[config.mk]
export PLATFORM = sky130hd
export DESIGN_NAME = mem_arbiter_ctrl
export DESIGN_NICKNAME = d
export VERILOG_FILES = /design/src/rtl/mem_arbiter_ctrl.sv
export SDC_FILE = /design/constraint.sdc
export NUM_CORES = 1
export LEC_CHECK = 0
export ABC_AREA = 1
export BUFFER_PORTS_ARGS = -buffer_cell sky130_fd_sc_hd__buf_2
export CORE_ASPECT_RATIO = 2
export CORE_MARGIN = 2
export CORE_UTILIZATION = 35
export CTS_CLUSTER_SIZE = 28
export DETAILED_ROUTE_END_ITERATION = 8
export SLEW_MARGIN = 20
export SYNTH_ARGS = -nofsm -noshare
export SYNTH_HDL_FRONTEND = slang
export SYNTH_SLANG_ARGS = --single-unit
[constraint.sdc]
create_clock -name clk -period 2.15 [get_ports clk]
set_clock_uncertainty 0.15 [all_clocks]
set_input_delay 0.215 -clock clk [delete_from_list [all_inputs] [get_ports clk]]
set_output_delay 0.215 -clock clk [all_outputs]
set_load 0.05 [all_outputs]
[src/rtl/mem_arbiter_ctrl.sv]
// mem_arbiter_ctrl: arbitrates fetch and mem-stage requests onto a byte-wide RAM port, serialising lane-masked words
module mem_arbiter_ctrl #(
  parameter int RAM_LAT = 1
) (
  input  logic        clk,
  input  logic        rst,
  input  logic        if_req,
  input  logic [31:0] if_addr_i,
  output logic [31:0] if_data_o,
  output logic        if_done,
  input  logic        mem_ce_i,
  input  logic        mem_we_i,
  input  logic [31:0] mem_addr_i,
  input  logic [3:0]  mem_sel_i,
  input  logic [31:0] mem_data_i,
  output logic [31:0] mem_data_o,
  output logic        mem_done,
  output logic        stall_req,
  output logic [31:0] ram_addr_o,
  output logic        ram_we_o,
  output logic [7:0]  ram_dout_o,
  input  logic [7:0]  ram_din_i
);
  typedef enum logic [1:0] {IDLE, ISSUE, DRAIN, DONE} state_t;
  if (RAM_LAT != 1) begin : g_bad_lat
    $error("mem_arbiter_ctrl: RAM_LAT must be 1");
  end
  state_t      state, state_nx;
  logic        owner, we, pend, issue, done, grant;
  logic [29:0] base;
  logic [3:0]  rem, rem_nx, gsel;
  logic [1:0]  lane, pend_lane;
  logic [31:0] wdata, asm_w;
  logic        unused;
  assign unused = ^{if_addr_i[1:0], mem_addr_i[1:0]};
  always_comb begin
    lane      = rem[3] ? 2'd3 : rem[2] ? 2'd2 : rem[1] ? 2'd1 : 2'd0;
    rem_nx    = rem & ~(4'b0001 << lane);
    gsel      = mem_ce_i ? mem_sel_i : 4'b1111;
    grant     = mem_ce_i | if_req;
    issue     = state == ISSUE;
    done      = state == DONE;
    state_nx  = state == IDLE  ? (grant ? (gsel == 4'b0000 ? DONE : ISSUE) : IDLE)
              : state == ISSUE ? (rem_nx == 4'b0000 ? (we ? DONE : DRAIN) : ISSUE)
              : state == DRAIN ? DONE : IDLE;
    ram_addr_o = issue ? {base, ~lane} : 32'd0;
    ram_we_o   = issue & we;
    ram_dout_o = (issue & we) ? wdata[{lane, 3'b000} +: 8] : 8'd0;
    mem_done   = done & owner;
    if_done    = done & ~owner;
    mem_data_o = mem_done ? asm_w : 32'd0;
    if_data_o  = if_done ? asm_w : 32'd0;
    stall_req  = mem_ce_i & ~mem_done;
  end
  always_ff @(posedge clk) begin
    if (!rst) begin
      state     <= IDLE;
      owner     <= 1'b0;
      we        <= 1'b0;
      base      <= '0;
      rem       <= '0;
      wdata     <= '0;
      asm_w     <= '0;
      pend      <= 1'b0;
      pend_lane <= '0;
    end else begin
      state     <= state_nx;
      pend      <= issue & ~we;
      pend_lane <= lane;
      if (pend) asm_w[{pend_lane, 3'b000} +: 8] <= ram_din_i;
      if (issue) rem <= rem_nx;
      if (state == IDLE && grant) begin
        owner <= mem_ce_i;
        we    <= mem_ce_i & mem_we_i;
        base  <= mem_ce_i ? mem_addr_i[31:2] : if_addr_i[31:2];
        rem   <= gsel;
        wdata <= mem_data_i;
        asm_w <= '0;
      end
    end
  end
endmodule

* Yosys cells after proc, flatten, opt, wreduce, memory -nomap -nowiden
Cells that the tools add are included.
** Word-level totals
- Flip-flop bits (word level) :: 105
- Output and inout bits :: 108
- Word-level logic and storage cells :: 56
** Operators by class
- Add/sub/neg operators :: 1
- Eq/ne operators :: 3
- Shifts and indexed selects :: 4
- Muxes and demuxes :: 19
- Bitwise gates (word level) :: 14
- Reductions and logical operators :: 6
** Operators by type and width (number)
- two-way mux 32 bit :: 3
- bitwise mux 32 bit :: 1
- variable shift 8 x 7 -> 32 bit, first input constant :: 1
- variable part select 32 x 6 -> 8 bit :: 1
- variable part select 8 x 7 -> 32 bit :: 1
- two-way mux 30 bit :: 1
- two-way mux 2 bit :: 8
- two-way mux 4 bit :: 3
- zero test 4 bit :: 2
- two-way mux 8 bit :: 1
- negator 5 -> 7 bit :: 1
- bitwise AND 1 bit :: 6
- bitwise AND 4 bit :: 1
- == test 2 bit, second input constant :: 2
- inverter 1 bit :: 4
- inverter 4 bit :: 1
- << shifter 1 x 2 -> 4 bit, first input constant :: 1
- == test 2 x 1 -> 1 bit, second input constant :: 1
- zero test 2 bit :: 1
- two-way mux 1 bit :: 2
- inverter 2 bit :: 1
- nonzero test 2 bit :: 1
- OR reduction 2 bit :: 1
- logical AND 1 bit :: 1
- bitwise OR 1 bit :: 1

* Depth between registers and ports, before layout
- Word-level depth :: 10
- Depth in mapped cells :: 9
- Mapped depth without buffers :: 7

* Least setup slack after synthesis
OpenSTA, ideal clock, no wires.
- Kind :: register -> output
- Start :: register state[1]
- End :: output ram_dout_o[0]
- Data arrival time :: 2322 ps
- Required time :: 1785 ps
- Setup slack :: -537 ps
- Cell stages (with the launch flop) :: 6
- Cell sequence :: dfxtp_1 > inv_1 > nand2_1 > nor2_1 > inv_1 > a21oi_1
** On the way
- Longest elaborated chain between the ends :: 3
** Ends and longest elaborated chain
- start, declared :: line 28 : state_t state, state_nx;
- start signal, assigned :: line 67 : state <= state_nx;
- == test 2 x 1 -> 1 bit :: line 41 : issue = state == ISSUE;
- bitwise AND 1 bit
- via ram_we_o :: line 20 : output logic ram_we_o,
- two-way mux 8 bit :: line 48 : ram_dout_o = (issue & we) ? wdata[{lane, 3'b000} +: 8] : 8'd0;
- end, declared :: line 21 : output logic [7:0] ram_dout_o,
The timed path passes the listed nets, and every way through them passes these cells.

* Worst setup path in the final report
- Start :: register state[1]
- End :: output if_data_o[0]
** On the way
- Longest elaborated chain between the ends :: 3
** Ends and longest elaborated chain
- == test 2 bit :: line 42 : done = state == DONE;
- bitwise AND 1 bit :: line 50 : if_done = done & ~owner;
- two-way mux 32 bit :: line 52 : if_data_o = if_done ? asm_w : 32'd0;
- end, declared :: line 9 : output logic [31:0] if_data_o,
Every way passes these cells.

==> out/metrics.yaml <==
cts:
  cts_root_buf: "clkbuf_16"
  cts_tree: "done"
  htreeDepth: 3
  clk_pin_slew_worst_paths_ns: 0.08
  clkSinkCount: 105
  clk_path_buf_depth: 2
  insertion_delay_ns: 0.34
  numCtsBuffers: 9
worst_setup_path:
  reg2reg_to: "asm_w[12]"
  path_depth: 6
  crit_fanout: 32
  r2r-start: "pend_lane[0]"
  crit_path_end: "if_data_o[0]"
  r2r_cells: 6
  critPathRequiredTime_ns: 1.78
  slowest_stage: "dfxtp_1"
  cpPeakStageDelay_ns: 0.36
  cp.buffers_inverters: 4
  cp-startpoint: "state[1]"
  crit_chain: "inv_2 -> nor3_4 -> inv_1 -> buf_12 -> nor2_1 -> buf_2"
  crit_type: "register to output port"
  critical-path-top-delay-family: "buffers and inverters"
  crit_arrival_ns: 1.66
  r2r_slack_ns: 0.22
  start_kind: "register"
  cp-end-kind: "output port"
synthesis:
  syn-num-nets: 924
  synth-async-reset-ratio: 0
  synth.most_common_cell: "nor2_1"
  yosysTopAreaCell: "dfxtp_1"
  ys_seq_elements: 105
  ys_types: 28
  syn_inst: 806
  synth_edf_count: 0
  syn_avg_cell_area_um2: 6.54
  synth_ff_type: "dfxtp_1"
  syn_area_mm2: 0.00527
  post-synth-top-area-fraction: 0.399
  yosys_warnings: 0
  ys_seq_area_frac: 0.399
  synth_area_leaders: "dfxtp_1 (40%), nor2_1 (15%), nand2_1 (11%), o21ai_0 (6.5%), inv_1 (6.4%)"
  synthTopCellsByCount: "nor2_1 (212), nand2_1 (157), dfxtp_1 (105)"
sta:
  period_share: 0.944
  timing.fmax_ghz: 0.493
  slew_viol_final: 0
  tightest_slew_ns: 0.471
  fin_ws_ns: 0.121
  finalHoldViolCount: 0
  setup_viol: 0
  tns_ns: 0
  slew_headroom: 0.686
  fin_crit_ns: 2.03
power:
  pwr-share-comb: 0.356
  power_density_mw_per_mm2: 851
  switchingPower_mw: 2.50
  finalPower_mw: 6.25
  p_sw_frac: 0.400
  vdd.ir_drop.worst_mv: 0.605
  power_frac_seq: 0.388
  p_int_mw: 3.75
  clkPwrFrac: 0.255
  p_leak_nw: 3.36
outcome:
  outcome: "complete, no violations"
global_routing:
  grt_max_degree: 66
  grt_util_all_layers: 0.194
  globalRouteMet1Util: 0.191
  grt.busiest_layer: "met2"
  antenna_found_initial: 0
  grt_overflow_total: 0
  grt_pass1_vias: 5309
  use_met2: 0.396
  grt_pass1_wl_um: 25200
  grt_use_met3: 0.0327
layout:
  final_net_count: 1148
  syn2layout_area_growth_pct: 39.3
  fin_cells: 1230
  num_antenna_cells: 0
  final_area_mm2: 0.00734
  drive_gt1_frac: 0.343
run:
  drv_cap: 0
floorplan:
  coreArea_mm2: 0.0148
  die_h_um: 178
  die_area_mm2: 0.0161
  start_util: 0.356
  pin_count: 221
  die_x_um: 90.8
  num_rows: 63
placed_design:
  placed_area_mm2: 0.00673
  port_buffers: 216
  gp_congestion: 0.923
  dp.final_hpwl_um: 11900
  dp.cells: 1188
  pre_cts_slack_ns: 0.145
routing:
  wl_per_cell_um: 12.8
  num_vias: 5631
  routed_via_density: 4.58
  drc: 0
  drt_iter0_drc: 247
  drt-total-wl_um: 15800
  ant_nets: 0
  first_pass_iters: 4
worst_hold_path:
  hp-class: "input port to register"
==> repair_timing <==
action | 4_1_cts | 5_1_grt
endpoints found under the setup margin | 8 | 8
hold endpoints to repair | 24 | 0
pin swaps | 0 | 1
buffers inserted | 1 | 1
hold buffers | 24 | 0
gates resized for setup | 13 | 9
==> layout make-up <==
cell class / instances / area (um2)
Clock buffer: 10 / 239
Clock inverter: 6 / 50.0
Fill cell: 1628 / 7470
Inverter: 96 / 374
Multi-Input combinational cell: 561 / 2810
Sequential cell: 105 / 2100
Tap cell: 195 / 244
Timing Repair Buffer: 257 / 1530
==> cells by family after synthesis <==
family,share of synthesized area
AO/OA/AOI/OAI,0.162
adder cells (fa/ha/maj),0.0119
buffers and inverters,0.123
flip-flops,0.399
AND/OR/NAND/NOR,0.305
==> worst min-delay path by stage <==
stage	start	to	slack (ns)	depth (start not counted)
after floorplan	mem_we_i	we	0.21	2
after global placement	we	pend	0.26	1
after detailed placement	we	pend	0.27	1
after CTS	mem_data_i[7]	wdata[7]	0.004	3
after global routing	mem_data_i[7]	wdata[7]	0.002	3
final	mem_data_i[8]	wdata[8]	0.003	3
==> power by group through the flow <==
| stage | clock [mW] | sequential, mW | combinational, mW |
|---|---|---|---|
| floorplan | 0 | 2.43 | 1.72 |
| global placement | 0 | 2.46 | 2.15 |
| finish | 1.60 | 2.43 | 2.23 |
| global route | 1.72 | 2.47 | 2.50 |
| detailed placement | 0 | 2.46 | 2.17 |
| CTS | 1.65 | 2.42 | 2.23 |
==> sequential cells by signal, summed over array words and instances (netlist names), 2 cells and up <==
register and cells:
asm_w 32, base 30, pend_lane 2, rem 4, state 2, wdata 32
==> placed cells by master (no fill, tap or decap), types with 3 or more instances in the layout <==
master / n
buf_2: 208
nand2_1: 157
nor2_1: 151
dfxtp_1: 103
inv_1: 85
o21ai_0: 69
nor2_2: 50
a21oi_1: 36
dlygate4sd3_1: 24
a21oi_2: 22
buf_4: 19
a22oi_1: 16
nor2_4: 15
nand3_1: 12
clkbuf_16: 9
nand4_1: 8
o21ai_1: 6
ha_1: 5
inv_2: 4
inv_4: 4
nor3_1: 4
buf_12: 4
nor3_4: 3
nand2_2: 3
==> routing by layer <==
layer	share of wire	wire (um)
met3	0.043	679
met4	0.023	362
met1	0.36	5700
met2	0.57	9030
met5	0	0
==> worst reg2reg max path: cells and delay by family (launching register included) <==
family,cells,cell delay [ns]
buffers and inverters,2,0.30
AOI/OAI and AO/OA,1,0.13
and+or+nand+nor,2,0.49
adders and majority gates,1,0.36
DFF,1,0.44
==> per-stage QoR <==
stage / hold slack [ns] / utilization
3_3_place_gp: 0.257 / 0.454
5_1_grt: 0.00180 / 0.496
2_1_floorplan: 0.209 / -
4_1_cts: 0.00383 / 0.494
3_5_place_dp: 0.270 / 0.454
6_report: 0.00345 / 0.496
Note: power is estimated with default switching activity, not from simulation.
